File: config.mk
export PLATFORM = sky130hd
export DESIGN_NAME = vend_mode_ctrl
export DESIGN_NICKNAME = d
export VERILOG_FILES = /design/src/rtl/vend_pkg.sv /design/src/rtl/vend_btn_edge.sv /design/src/rtl/vend_mode_ctrl.sv
export SDC_FILE = /design/constraint.sdc
export NUM_CORES = 1
export LEC_CHECK = 0
export ABC_AREA = 0
export CORE_ASPECT_RATIO = 0.8
export CORE_MARGIN = 2
export CORE_UTILIZATION = 54
export CTS_CLUSTER_SIZE = 24
export DETAILED_ROUTE_END_ITERATION = 12
export HOLD_SLACK_MARGIN = 0.06
export PLACE_DENSITY = 0.82
export SLEW_MARGIN = 10
export SYNTH_ARGS = -nofsm -noshare
export SYNTH_HDL_FRONTEND = slang
export SYNTH_HIERARCHICAL = 1
export SYNTH_SLANG_ARGS = --single-unit
File: constraint.sdc
create_clock -name clk -period 4.6 [get_ports clk]
set_clock_uncertainty 0.05 [all_clocks]
set_input_delay 0.46 -clock clk [delete_from_list [all_inputs] [get_ports clk]]
set_output_delay 0.46 -clock clk [all_outputs]
set_load 0.05 [all_outputs]
File: src/rtl/vend_pkg.sv
// Shared types for the vending mode controller: state encodings, admin page
// numbers and button bit positions used by the edge detector.
package vend_pkg;

  typedef enum logic [3:0] {
    ST_OFF         = 4'b0000,
    ST_INQUIRE     = 4'b0001,
    ST_PAYMENT     = 4'b0010,
    ST_ADD_AMOUNT  = 4'b0011,
    ST_ADM_MENU    = 4'b0101,
    ST_SUCCESS     = 4'b0110,
    ST_FAILURE     = 4'b0111,
    ST_ADM_SALES   = 4'b1010,
    ST_ADM_INQUIRE = 4'b1101,
    ST_ADM_RESET   = 4'b1110,
    ST_ADM_ADD     = 4'b1111
  } vend_state_e;

  localparam logic [1:0] ADM_PG_INQ   = 2'd0;
  localparam logic [1:0] ADM_PG_RST   = 2'd1;
  localparam logic [1:0] ADM_PG_SALES = 2'd2;

  localparam int BTN_PLUS    = 0;
  localparam int BTN_MINUS   = 1;
  localparam int BTN_CONFIRM = 2;
  localparam int BTN_RETURN  = 3;

  function automatic logic is_customer(vend_state_e s);
    return (s == ST_INQUIRE) || (s == ST_ADD_AMOUNT) || (s == ST_PAYMENT) ||
           (s == ST_SUCCESS) || (s == ST_FAILURE);
  endfunction

  function automatic logic is_admin(vend_state_e s);
    return (s == ST_ADM_MENU) || (s == ST_ADM_INQUIRE) || (s == ST_ADM_ADD) ||
           (s == ST_ADM_RESET) || (s == ST_ADM_SALES);
  endfunction

endpackage

File: src/rtl/vend_btn_edge.sv
// Turns four debounced button levels into single-cycle press pulses
// (level high while the previous sample was low).
module vend_btn_edge (
  input  logic       clk,
  input  logic       srst,
  input  logic [3:0] level_i,
  output logic [3:0] press_o
);

  logic [3:0] prev_q;

  always_ff @(posedge clk) begin
    if (srst) prev_q <= '0;
    else      prev_q <= level_i;
  end

  assign press_o = level_i & ~prev_q;

endmodule

File: src/rtl/vend_mode_ctrl.sv
// Vending machine mode controller: customer purchase flow and admin menu.
// Define VEND_TIMEOUT_EN to build the inactivity timeout in ADD_AMOUNT/PAYMENT.
module vend_mode_ctrl
  import vend_pkg::*;
#(
  parameter  int N_CH        = 16,
  parameter  int MAX_QTY     = 4,
  parameter  int MONEY_W     = 10,
  parameter  int STOCK_W     = 8,
  parameter  int SALES_W     = 16,
  parameter  int SHOW_CYC    = 200,
  parameter  int TIMEOUT_CYC = 1000,
  localparam int CH_W        = $clog2(N_CH),
  localparam int QTY_W       = $clog2(MAX_QTY + 1)
) (
  input  logic               clk,
  input  logic               rst_n,
  input  logic               main_switch,
  input  logic               adm_mode,
  input  logic               btn_plus,
  input  logic               btn_minus,
  input  logic               btn_confirm,
  input  logic               btn_return,
  input  logic [CH_W-1:0]    ch_sel,
  input  logic [MONEY_W-1:0] unit_price,
  input  logic [STOCK_W-1:0] stock,
  input  logic               coin_valid,
  input  logic [MONEY_W-1:0] coin_value,
  output logic [3:0]         state_o,
  output logic [QTY_W-1:0]   qty,
  output logic [MONEY_W-1:0] due,
  output logic [MONEY_W-1:0] paid,
  output logic [MONEY_W-1:0] change,
  output logic               vend_valid,
  output logic [CH_W-1:0]    vend_ch,
  output logic [QTY_W-1:0]   vend_qty,
  output logic               restock_valid,
  output logic               coin_reject,
  output logic [1:0]         adm_page,
  output logic [SALES_W-1:0] sales_total
);

  localparam int SHOW_W = $clog2(SHOW_CYC + 1);
  localparam int PROD_W = MONEY_W + QTY_W;

  logic [3:0] press;
  logic       p_plus, p_minus, p_conf, p_ret;

  vend_btn_edge u_btn_edge (
    .clk     (clk),
    .srst    (rst_n),
    .level_i ({btn_return, btn_confirm, btn_minus, btn_plus}),
    .press_o (press)
  );

  assign p_plus  = press[BTN_PLUS];
  assign p_minus = press[BTN_MINUS];
  assign p_conf  = press[BTN_CONFIRM];
  assign p_ret   = press[BTN_RETURN];

  vend_state_e        state_q;
  logic [QTY_W-1:0]   qty_q, vend_qty_q;
  logic [MONEY_W-1:0] due_q, paid_q, change_q;
  logic [CH_W-1:0]    vend_ch_q;
  logic               vend_valid_q, restock_q, reject_q;
  logic [1:0]         page_q;
  logic [SALES_W-1:0] sales_q;
  logic [SHOW_W-1:0]  show_cnt_q;

  // Saturating money arithmetic: paid+coin and unit_price*qty clip to all-ones.
  logic [MONEY_W:0]   coin_sum;
  logic [MONEY_W-1:0] paid_plus, paid_in;
  logic [PROD_W-1:0]  due_full;
  logic [MONEY_W-1:0] due_sat;
  logic               can_inc, stock_short;

  assign coin_sum    = {1'b0, paid_q} + {1'b0, coin_value};
  assign paid_plus   = coin_sum[MONEY_W] ? '1 : coin_sum[MONEY_W-1:0];
  assign paid_in     = coin_valid ? paid_plus : paid_q;
  assign due_full    = PROD_W'(unit_price) * PROD_W'(qty_q);
  assign due_sat     = (|due_full[PROD_W-1:MONEY_W]) ? '1 : due_full[MONEY_W-1:0];
  assign can_inc     = (32'(qty_q) < 32'(MAX_QTY)) && (32'(qty_q) < 32'(stock));
  assign stock_short = (stock == '0) || (32'(stock) < 32'(qty_q));

  logic timeout_hit;
`ifdef VEND_TIMEOUT_EN
  localparam int TO_W = $clog2(TIMEOUT_CYC + 1);
  logic [TO_W-1:0] idle_cnt_q;
  logic            timed_state, activity;

  assign timed_state = (state_q == ST_ADD_AMOUNT) || (state_q == ST_PAYMENT);
  assign activity    = (|press) || coin_valid;
  assign timeout_hit = timed_state && !activity && (idle_cnt_q == TO_W'(TIMEOUT_CYC - 1));

  always_ff @(posedge clk) begin
    if (rst_n || !timed_state || activity) idle_cnt_q <= '0;
    else                                   idle_cnt_q <= idle_cnt_q + TO_W'(1);
  end
`else
  logic unused_timeout_cfg;
  assign unused_timeout_cfg = (TIMEOUT_CYC != 0);
  assign timeout_hit        = 1'b0;
`endif

  always_ff @(posedge clk) begin
    if (rst_n) begin
      state_q      <= ST_OFF;
      qty_q        <= '0;
      due_q        <= '0;
      paid_q       <= '0;
      change_q     <= '0;
      vend_valid_q <= 1'b0;
      vend_ch_q    <= '0;
      vend_qty_q   <= '0;
      restock_q    <= 1'b0;
      reject_q     <= 1'b0;
      page_q       <= ADM_PG_INQ;
      sales_q      <= '0;
      show_cnt_q   <= '0;
    end else begin
      vend_valid_q <= 1'b0;
      restock_q    <= 1'b0;
      reject_q     <= coin_valid;  // cleared below only where the coin is accepted
      show_cnt_q   <= '0;
      if (!main_switch) begin
        state_q    <= ST_OFF;
        qty_q      <= '0;
        due_q      <= '0;
        paid_q     <= '0;
        change_q   <= '0;
        vend_ch_q  <= '0;
        vend_qty_q <= '0;
        page_q     <= ADM_PG_INQ;
        sales_q    <= '0;
      end else if (is_customer(state_q) && adm_mode) begin
        state_q  <= ST_ADM_MENU;
        page_q   <= ADM_PG_INQ;
        qty_q    <= '0;
        due_q    <= '0;
        paid_q   <= '0;
        change_q <= '0;
      end else if (is_admin(state_q) && !adm_mode) begin
        state_q <= ST_INQUIRE;
      end else begin
        case (state_q)
          ST_OFF: state_q <= ST_INQUIRE;
          ST_INQUIRE: begin
            if (p_conf) begin
              state_q <= ST_ADD_AMOUNT;
              qty_q   <= QTY_W'(1);
            end
          end
          ST_ADD_AMOUNT: begin
            if (p_ret) begin
              state_q <= ST_INQUIRE;
              qty_q   <= '0;
            end else if (p_conf) begin
              if (stock_short) begin
                state_q <= ST_FAILURE;
              end else begin
                state_q   <= ST_PAYMENT;
                due_q     <= due_sat;
                vend_ch_q <= ch_sel;
              end
            end else if (p_plus) begin
              if (can_inc) qty_q <= qty_q + QTY_W'(1);
            end else if (p_minus) begin
              if (qty_q > QTY_W'(1)) qty_q <= qty_q - QTY_W'(1);
            end else if (timeout_hit) begin
              state_q  <= ST_FAILURE;
              change_q <= paid_q;
            end
          end
          ST_PAYMENT: begin
            reject_q <= 1'b0;
            // Completion wins over a simultaneous return; a coin with return is refunded.
            if (coin_valid && (paid_plus >= due_q)) begin
              state_q      <= ST_SUCCESS;
              paid_q       <= paid_plus;
              change_q     <= paid_plus - due_q;
              vend_valid_q <= 1'b1;
              vend_qty_q   <= qty_q;
              sales_q      <= sales_q + SALES_W'(due_q);
            end else if (p_ret) begin
              state_q  <= ST_FAILURE;
              paid_q   <= paid_in;
              change_q <= paid_in;
            end else if (coin_valid) begin
              paid_q <= paid_plus;
            end else if (timeout_hit) begin
              state_q  <= ST_FAILURE;
              change_q <= paid_q;
            end
          end
          ST_SUCCESS, ST_FAILURE: begin
            if (p_conf || p_ret || (show_cnt_q == SHOW_W'(SHOW_CYC - 1))) begin
              state_q  <= ST_INQUIRE;
              qty_q    <= '0;
              due_q    <= '0;
              paid_q   <= '0;
              change_q <= '0;
            end else begin
              show_cnt_q <= show_cnt_q + SHOW_W'(1);
            end
          end
          ST_ADM_MENU: begin
            if (p_conf) begin
              case (page_q)
                ADM_PG_INQ: state_q <= ST_ADM_INQUIRE;
                ADM_PG_RST: begin
                  state_q <= ST_ADM_RESET;
                  sales_q <= '0;
                end
                ADM_PG_SALES: state_q <= ST_ADM_SALES;
                default: state_q <= ST_ADM_MENU;
              endcase
            end else if (p_plus) begin
              page_q <= (page_q == ADM_PG_SALES) ? ADM_PG_INQ : page_q + 2'd1;
            end else if (p_minus) begin
              page_q <= (page_q == ADM_PG_INQ) ? ADM_PG_SALES : page_q - 2'd1;
            end
          end
          ST_ADM_INQUIRE: begin
            if (p_ret)       state_q <= ST_ADM_MENU;
            else if (p_conf) state_q <= ST_ADM_ADD;
          end
          ST_ADM_ADD: begin
            restock_q <= p_plus;
            if (p_ret) state_q <= ST_ADM_INQUIRE;
          end
          ST_ADM_RESET, ST_ADM_SALES: begin
            if (p_ret) state_q <= ST_ADM_MENU;
          end
          default: state_q <= ST_OFF;
        endcase
      end
    end
  end

  assign state_o       = state_q;
  assign qty           = qty_q;
  assign due           = due_q;
  assign paid          = paid_q;
  assign change        = change_q;
  assign vend_valid    = vend_valid_q;
  assign vend_ch       = vend_ch_q;
  assign vend_qty      = vend_qty_q;
  assign restock_valid = restock_q;
  assign coin_reject   = reject_q;
  assign adm_page      = page_q;
  assign sales_total   = sales_q;

endmodule

# Yosys cells after proc, flatten, opt, wreduce, memory -nomap -nowiden
# Index checks and enable logic that the tools add are counted.
op_classes:
  add_sub_neg: 8
  multipliers: 1
  n_lt_le_gt_ge: 5
  n_eq_ne: 38
  n_mux: 51
  n_bitwise: 11
  reduce_logical: 43
ops:
  columns: ["op", "count"]
  rows:
  - ["$mux W10", 10]
  - ["$pmux W10 S2", 3]
  - ["$mux W16", 3]
  - ["$mux W4", 11]
  - ["$pmux W4 S9", 1]
  - ["$mux W3", 11]
  - ["$pmux W16 S2", 1]
  - ["$reduce_and A8 Y1", 3]
  - ["$reduce_and A6 Y1", 3]
  - ["$add A16 B10 Y16", 1]
  - ["$eq A4 B4 Y1 const B", 4]
  - ["$ne A2 B2 Y1 const B", 8]
  - ["$ne A4 B4 Y1 const B", 4]
  - ["$mul A10 B3 Y13", 1]
  - ["$eq A4 B3 Y1 const B", 3]
  - ["$ne A4 B3 Y1 const B", 3]
  - ["$pmux W4 S3", 1]
  - ["$reduce_and A4 Y1", 3]
  - ["$add A10 B10 Y11", 1]
  - ["$logic_or A1 B1 Y1", 11]
  - ["$ge A10 B10 Y1", 1]
  - ["$reduce_or A5 Y1", 2]
  - ["$sub A10 B10 Y10", 1]
  - ["$ne A3 B3 Y1 const B", 3]
  - ["38 further kinds", 64]
word_totals:
  reg_bits: 77

# Longest topological paths before layout
depth:
  depth_word: 9
  ltp_mapped: 18

# Modules after synthesis
# Netlist, hierarchy kept.
by_module_without_submodules:
  columns: ["mod", "instances", "cells_per_inst", "area_each_um2", "seq_area_each_um2"]
  rows:
  - ["vend_mode_ctrl", 1, 731, 5753.0, 1461.4]
  - ["vend_btn_edge", 1, 12, 140.1, 80.1]

# Least setup slack after synthesis
# No wires, ideal clock.
synth_timing:
  path_type: "reg2reg"
  start: "register paid_q[7] (netlist: paid[7])"
  end: "register change_q[9] (netlist: change[9])"
  setup_ns: 0.136
  arrival_time_ns: 4.097
  path_slack_ns: 0.317
  stages_incl_launch_ff: 17
  path_buffers: 2
  path_cell_list: "dfxtp_1 > ha_1 > a21o_1 > or3_1 > o2111ai_1 > and2_1 > clkbuf_1 > o21ai_0 > ha_1 > o211ai_1 > a31oi_1 > o311ai_2 > and2_0 > buf_2 > nor2_1 > o21ai_1 > o221ai_1"
synth_between:
  elab_chain_len: 6
  elab_cells_between_ends: 11
  cone_classes: "add/sub (2); order compare (1); eq/ne (1); mux (5); reduce/logical (2)"
synth_rtl:
  columns: ["element", "line", "text"]
  rows:
  - ["start: declaration", "vend_mode_ctrl.sv:63", "logic [MONEY_W-1:0] due_q, paid_q, change_q;"]
  - ["start signal: assignment", "vend_mode_ctrl.sv:179", "paid_q <= paid_plus;"]
  - ["start signal: assignment", "vend_mode_ctrl.sv:186", "paid_q <= paid_in;"]
  - ["start signal: assignment", "vend_mode_ctrl.sv:189", "paid_q <= paid_plus;"]
  - ["$add A10 B10 Y11 (*)", "vend_mode_ctrl.sv:77", "assign coin_sum = {1'b0, paid_q} + {1'b0, coin_value};"]
  - ["$mux W10 (*)", "vend_mode_ctrl.sv:78", "assign paid_plus = coin_sum[MONEY_W] ? '1 : coin_sum[MONEY_W-1:0];"]
  - ["$ge A10 B10 Y1 or $mux W10 (tied branches)", null, null]
  - ["$logic_and A1 B1 Y1 or $mux W10 (tied branches)", "vend_mode_ctrl.sv:177, vend_mode_ctrl.sv:184", null]
  - ["$ne A3 B2 Y1 (no source line) or $mux W10 (tied branches)", null, null]
  - ["$reduce_and A4 Y1 (no source line) or $pmux W10 S2 (tied branches)", null, null]
  - ["end signal: assignment", "vend_mode_ctrl.sv:180", "change_q <= paid_plus - due_q;"]
  - ["end signal: assignment", "vend_mode_ctrl.sv:187", "change_q <= paid_in;"]
  - ["end signal: assignment", "vend_mode_ctrl.sv:192", "change_q <= paid_q;"]
  - ["end: declaration", "vend_mode_ctrl.sv:63", null]
# Mark *: on every way between the ends. The rest lies on a longest branch, timed or not. The select of a mux whose other input is x is not followed.
# A chain may end at the register's enable or synchronous reset.

# Worst setup path in the final report
layout_timing:
  start: "input coin_value[0]"
  end: "register sales_q[15] (netlist: sales_total[15])"
layout_between:
  elab_chain_len: 6
layout_rtl:
  columns: ["element", "line", "text"]
  rows:
  - ["start: declaration", "vend_mode_ctrl.sv:28", "input logic [MONEY_W-1:0] coin_value,"]
  - ["$add A10 B10 Y11", "vend_mode_ctrl.sv:77", null]
  - ["$mux W10", "vend_mode_ctrl.sv:78", null]
  - ["$ge A10 B10 Y1", "vend_mode_ctrl.sv:177", "if (coin_valid && (paid_plus >= due_q)) begin"]
  - ["$logic_and A1 B1 Y1", "vend_mode_ctrl.sv:177", null]
  - ["$ne A2 B1 Y1 (no source line)", null, null]
  - ["$reduce_and A6 Y1 (no source line)", null, null]
  - ["end signal: assignment", "vend_mode_ctrl.sv:183", "sales_q <= sales_q + SALES_W'(due_q);"]
  - ["end: declaration", "vend_mode_ctrl.sv:67", "logic [SALES_W-1:0] sales_q;"]
# No other way between the ends.

==> flow_metrics.py <==
metrics = {
    "power_and_ir_drop": {
        "p_leak_uw": 0.002935,
        "vdd_drop_max_uv": 142.0,
        "p_per_area_nw_per_um2": 222.8,
    },
    "critical_path": {
        "critPathCaptureType": "flip-flop",
        "path_buf_inv": 4,
        "cp_max_fo": 4,
        "path_cells": "clkdlybuf4s50_1 -> ha_1 -> inv_1 -> fa_1 -> nor2b_1 -> o31a_1 -> o2111ai_1 -> and2_1 -> nand2_1 -> clkinv_1 -> fa_1 -> a31oi_2 -> o311ai_2 -> buf_4 -> a211oi_4 -> o311ai_2 -> or3_1 -> a21oi_1",
        "worstSetupStartpointType": "primary input",
        "reg2reg_depth": 17,
        "regToRegEndpoint": "sales_total[15]",
        "cp_top_family": "compound AO/OA/AOI/OAI gates",
        "cp_slowest_cell": "clkdlybuf4s50_1",
        "regToRegStartpoint": "paid[0]",
        "crit_arrival_ns": 4.55,
        "r2r_slack_ns": 0.43,
        "required_ns": 4.82,
        "path_class": "primary input to flip-flop",
        "cpPeakStageDelay_ns": 0.46,
    },
    "global_route": {
        "grtUsageMet2_pct": 49.20,
        "grt_pass1_vias": 6059,
        "grt_pass1_wl_um": 28920,
        "gr-usage-met1_pct": 40.12,
        "busiest_layer": "met2",
        "met3_usage_pct": 5.692,
        "grt_overflow_total": 0,
        "grtUsageTotal_pct": 30.44,
        "grt_max_degree": 24,
        "antenna_found_initial": 0,
    },
    "synth": {
        "ys_ff_latch": 77,
        "yosys_most_used_dff": "dfxtp_1",
        "synth_nets": 849,
        "synth_area_per_cell_sq_um": 7.932,
        "synth_cell_type_count": 76,
        "yosysWarnings": 6,
        "ys_seq_area_share_pct": 26.16,
        "synth-async-reset-ratio_pct": 0,
        "syn_area_sq_um": 5893,
        "synthCells": 743,
        "synth_edf_count": 0,
    },
    "place": {
        "gp_congestion": 0.9157,
        "port_buffers": 105,
        "dp_slack_ns": -0.1834,
        "dpl.hpwl_um": 13510,
        "dpl.cell_count": 985,
    },
    "sta": {
        "post-route-period-util_pct": 94.15,
        "setup_slack_ns": 0.2691,
        "slew_headroom_pct": 42.59,
        "slew_viol_final": 0,
        "min_period_ns": 4.331,
        "clock.fmax_mhz": 230.9,
        "rsz0062_at_grt": "false",
        "setup_viol": 0,
        "finalHoldViolCount": 0,
        "holdWs_ns": 0.3935,
        "worst_pin_slew_ns": 0.8522,
    },
    "floorplanning": {
        "fp.dieW_um": 120.8,
        "fp.coreArea_sq_um": 10760,
        "io_pins": 106,
        "start_util_pct": 54.75,
        "fp.dieArea_sq_um": 11770,
        "die_height_um": 97.44,
        "num_rows": 34,
    },
    "run": {
        "drv_cap": 0,
    },
    "clocking": {
        "numCtsBuffers": 9,
        "cts_tree": "yes",
        "cts_hold_buf": 0,
        "htreeDepth": 3,
        "cts.path.max_buffers": 2,
        "clk_pin_slew_ns": 0.06,
        "cts_num_sinks": 77,
        "clock_latency_ns": 0.35,
        "cts-root-buf": "clkbuf_16",
    },
    "worst_hold_path": {
        "hold_start": "show_cnt_q[0]",
        "min_to": "show_cnt_q[0]",
        "hp-class": "flip-flop to flip-flop",
        "whs_path_depth": 1,
    },
    "finish": {
        "n_fill_cell": 923,
        "fin_cells": 1003,
        "layout-drive-gt1-share_pct": 7.334,
        "area_growth_pct": 26.77,
        "antenna_cells": 0,
        "final_cell_mix": "clkdlybuf4s50_1, nand2_1, dfxtp_1",
        "final_nets": 960,
        "final_common_cell": "clkdlybuf4s50_1",
    },
    "detailed_routing": {
        "drc": 0,
        "routed_wl_um": 17570,
        "viasPerCell": 6.104,
        "first_pass_iters": 5,
        "drt_iter0_drc": 516,
        "wire_per_inst_um": 17.52,
        "ant_nets": 0,
        "vias": 6122,
    },
    "outcome": {
        "outcome": "complete, no violations",
    },
}
-- synth_stat cells, types with 6 or more instances --
cell type | number | area share, %
nand3_1 | 26 | 2.2
dfxtp_1 | 77 | 26
o21a_1 | 6 | 0.76
a211oi_1 | 9 | 1.1
nor2b_1 | 18 | 1.9
o31ai_1 | 6 | 0.76
nand2b_1 | 6 | 0.64
o21ai_0 | 35 | 3.0
ha_1 | 53 | 11
a32oi_1 | 6 | 0.89
nand2_1 | 87 | 5.5
a21oi_1 | 51 | 4.3
a21o_1 | 10 | 1.3
nor3_1 | 21 | 1.8
a22oi_1 | 8 | 1.0
fa_1 | 12 | 4.1
xnor2_1 | 15 | 2.2
clkbuf_1 | 18 | 1.1
xor2_1 | 17 | 2.5
inv_1 | 46 | 2.9
nor2_1 | 67 | 4.3
and3_1 | 12 | 1.3
o21ai_1 | 7 | 0.59
and2_1 | 12 | 1.3
or3_1 | 11 | 1.2
-- registers in the layout (all words and copies together) (netlist names), 2 cells and up --
register	cells
adm_page	2
change	10
due	10
paid	10
qty	3
sales_total	16
show_cnt_q	8
state_o	4
u_btn_edge/prev_q	4
vend_ch	4
vend_qty	3
-- worst max-delay path by stage --
stage / start / to / depth (start not counted)
5_1_grt: coin_value[0] / change[3] / 18
3_3_place_gp: coin_value[0] / sales_total[15] / 18
6_report: coin_value[0] / sales_total[15] / 18
3_5_place_dp: coin_value[0] / change[8] / 18
2_1_floorplan: paid[7] / change[9] / 16
4_1_cts: coin_value[0] / sales_total[15] / 18
-- power by group --
group | internal, uW | switching [uW] | total [uW]
registers | 673 | 14.3 | 687
logic | 112 | 158 | 270
clock network | 419 | 288 | 708
total | 1200 | 460 | 1660
-- what timing repair did --
action	in CTS	in global routing
setup buffers	0	2
gates resized for setup	0	6
setup endpoints to repair	0	24
-- per-layer routing --
metal / part of all wire [%] / wire (um)
met3: 7.0 / 1235
met2: 47 / 8243
met4: 2.3 / 404
met5: 0 / 0
met1: 44 / 7685
-- kinds of logic (layout without fill, tap and decap cells) --
logic type	count (synthesis)	count (layout)	synth area share, %
AOI/OAI and AO/OA	193	193	22.34
xor gates and xnor gates	32	32	4.756
adders and majority gates	65	65	15.33
buffers and inverters	74	190	5.138
DFF	77	77	26.16
muxes	3	3	0.5308
and+or+nand+nor	299	299	25.75
-- cell type report --
| type | instances | area (sq um) | area share [%] |
|---|---|---|---|
| flip-flops and latches | 77 | 1541 | 20.63 |
| clock inverters | 6 | 63.81 | 0.8541 |
| multi-input cells | 592 | 4068 | 54.45 |
| inverters | 48 | 180.2 | 2.412 |
| repair buffers | 126 | 1209 | 16.18 |
| clock buffers | 10 | 229.0 | 3.065 |
| well taps | 144 | 180.2 | 2.412 |
-- through the flow --
step                area [sq um]  TNS, ns  util (%)  power, uW
finish                      7471        0     69.41       1664
global route                7471        0     69.41       1723
CTS                         7437        0     69.10       1662
detailed placement          7144   -2.083     66.38      960.7
global placement            7144  -0.4412     66.38      953.2
floorplan                   5893        0         -      862.2
-- worst reg2reg max path, delay by kind of cell, from the launching register on --
family / cells / cell delay [ns]
fa+ha+maj: 3 / 1.02
buf+inv: 3 / 0.35
simple gates: 4 / 0.91
compound gates: 7 / 1.37
flops: 1 / 0.39
No activity file was read; power rests on OpenSTA's default activity.
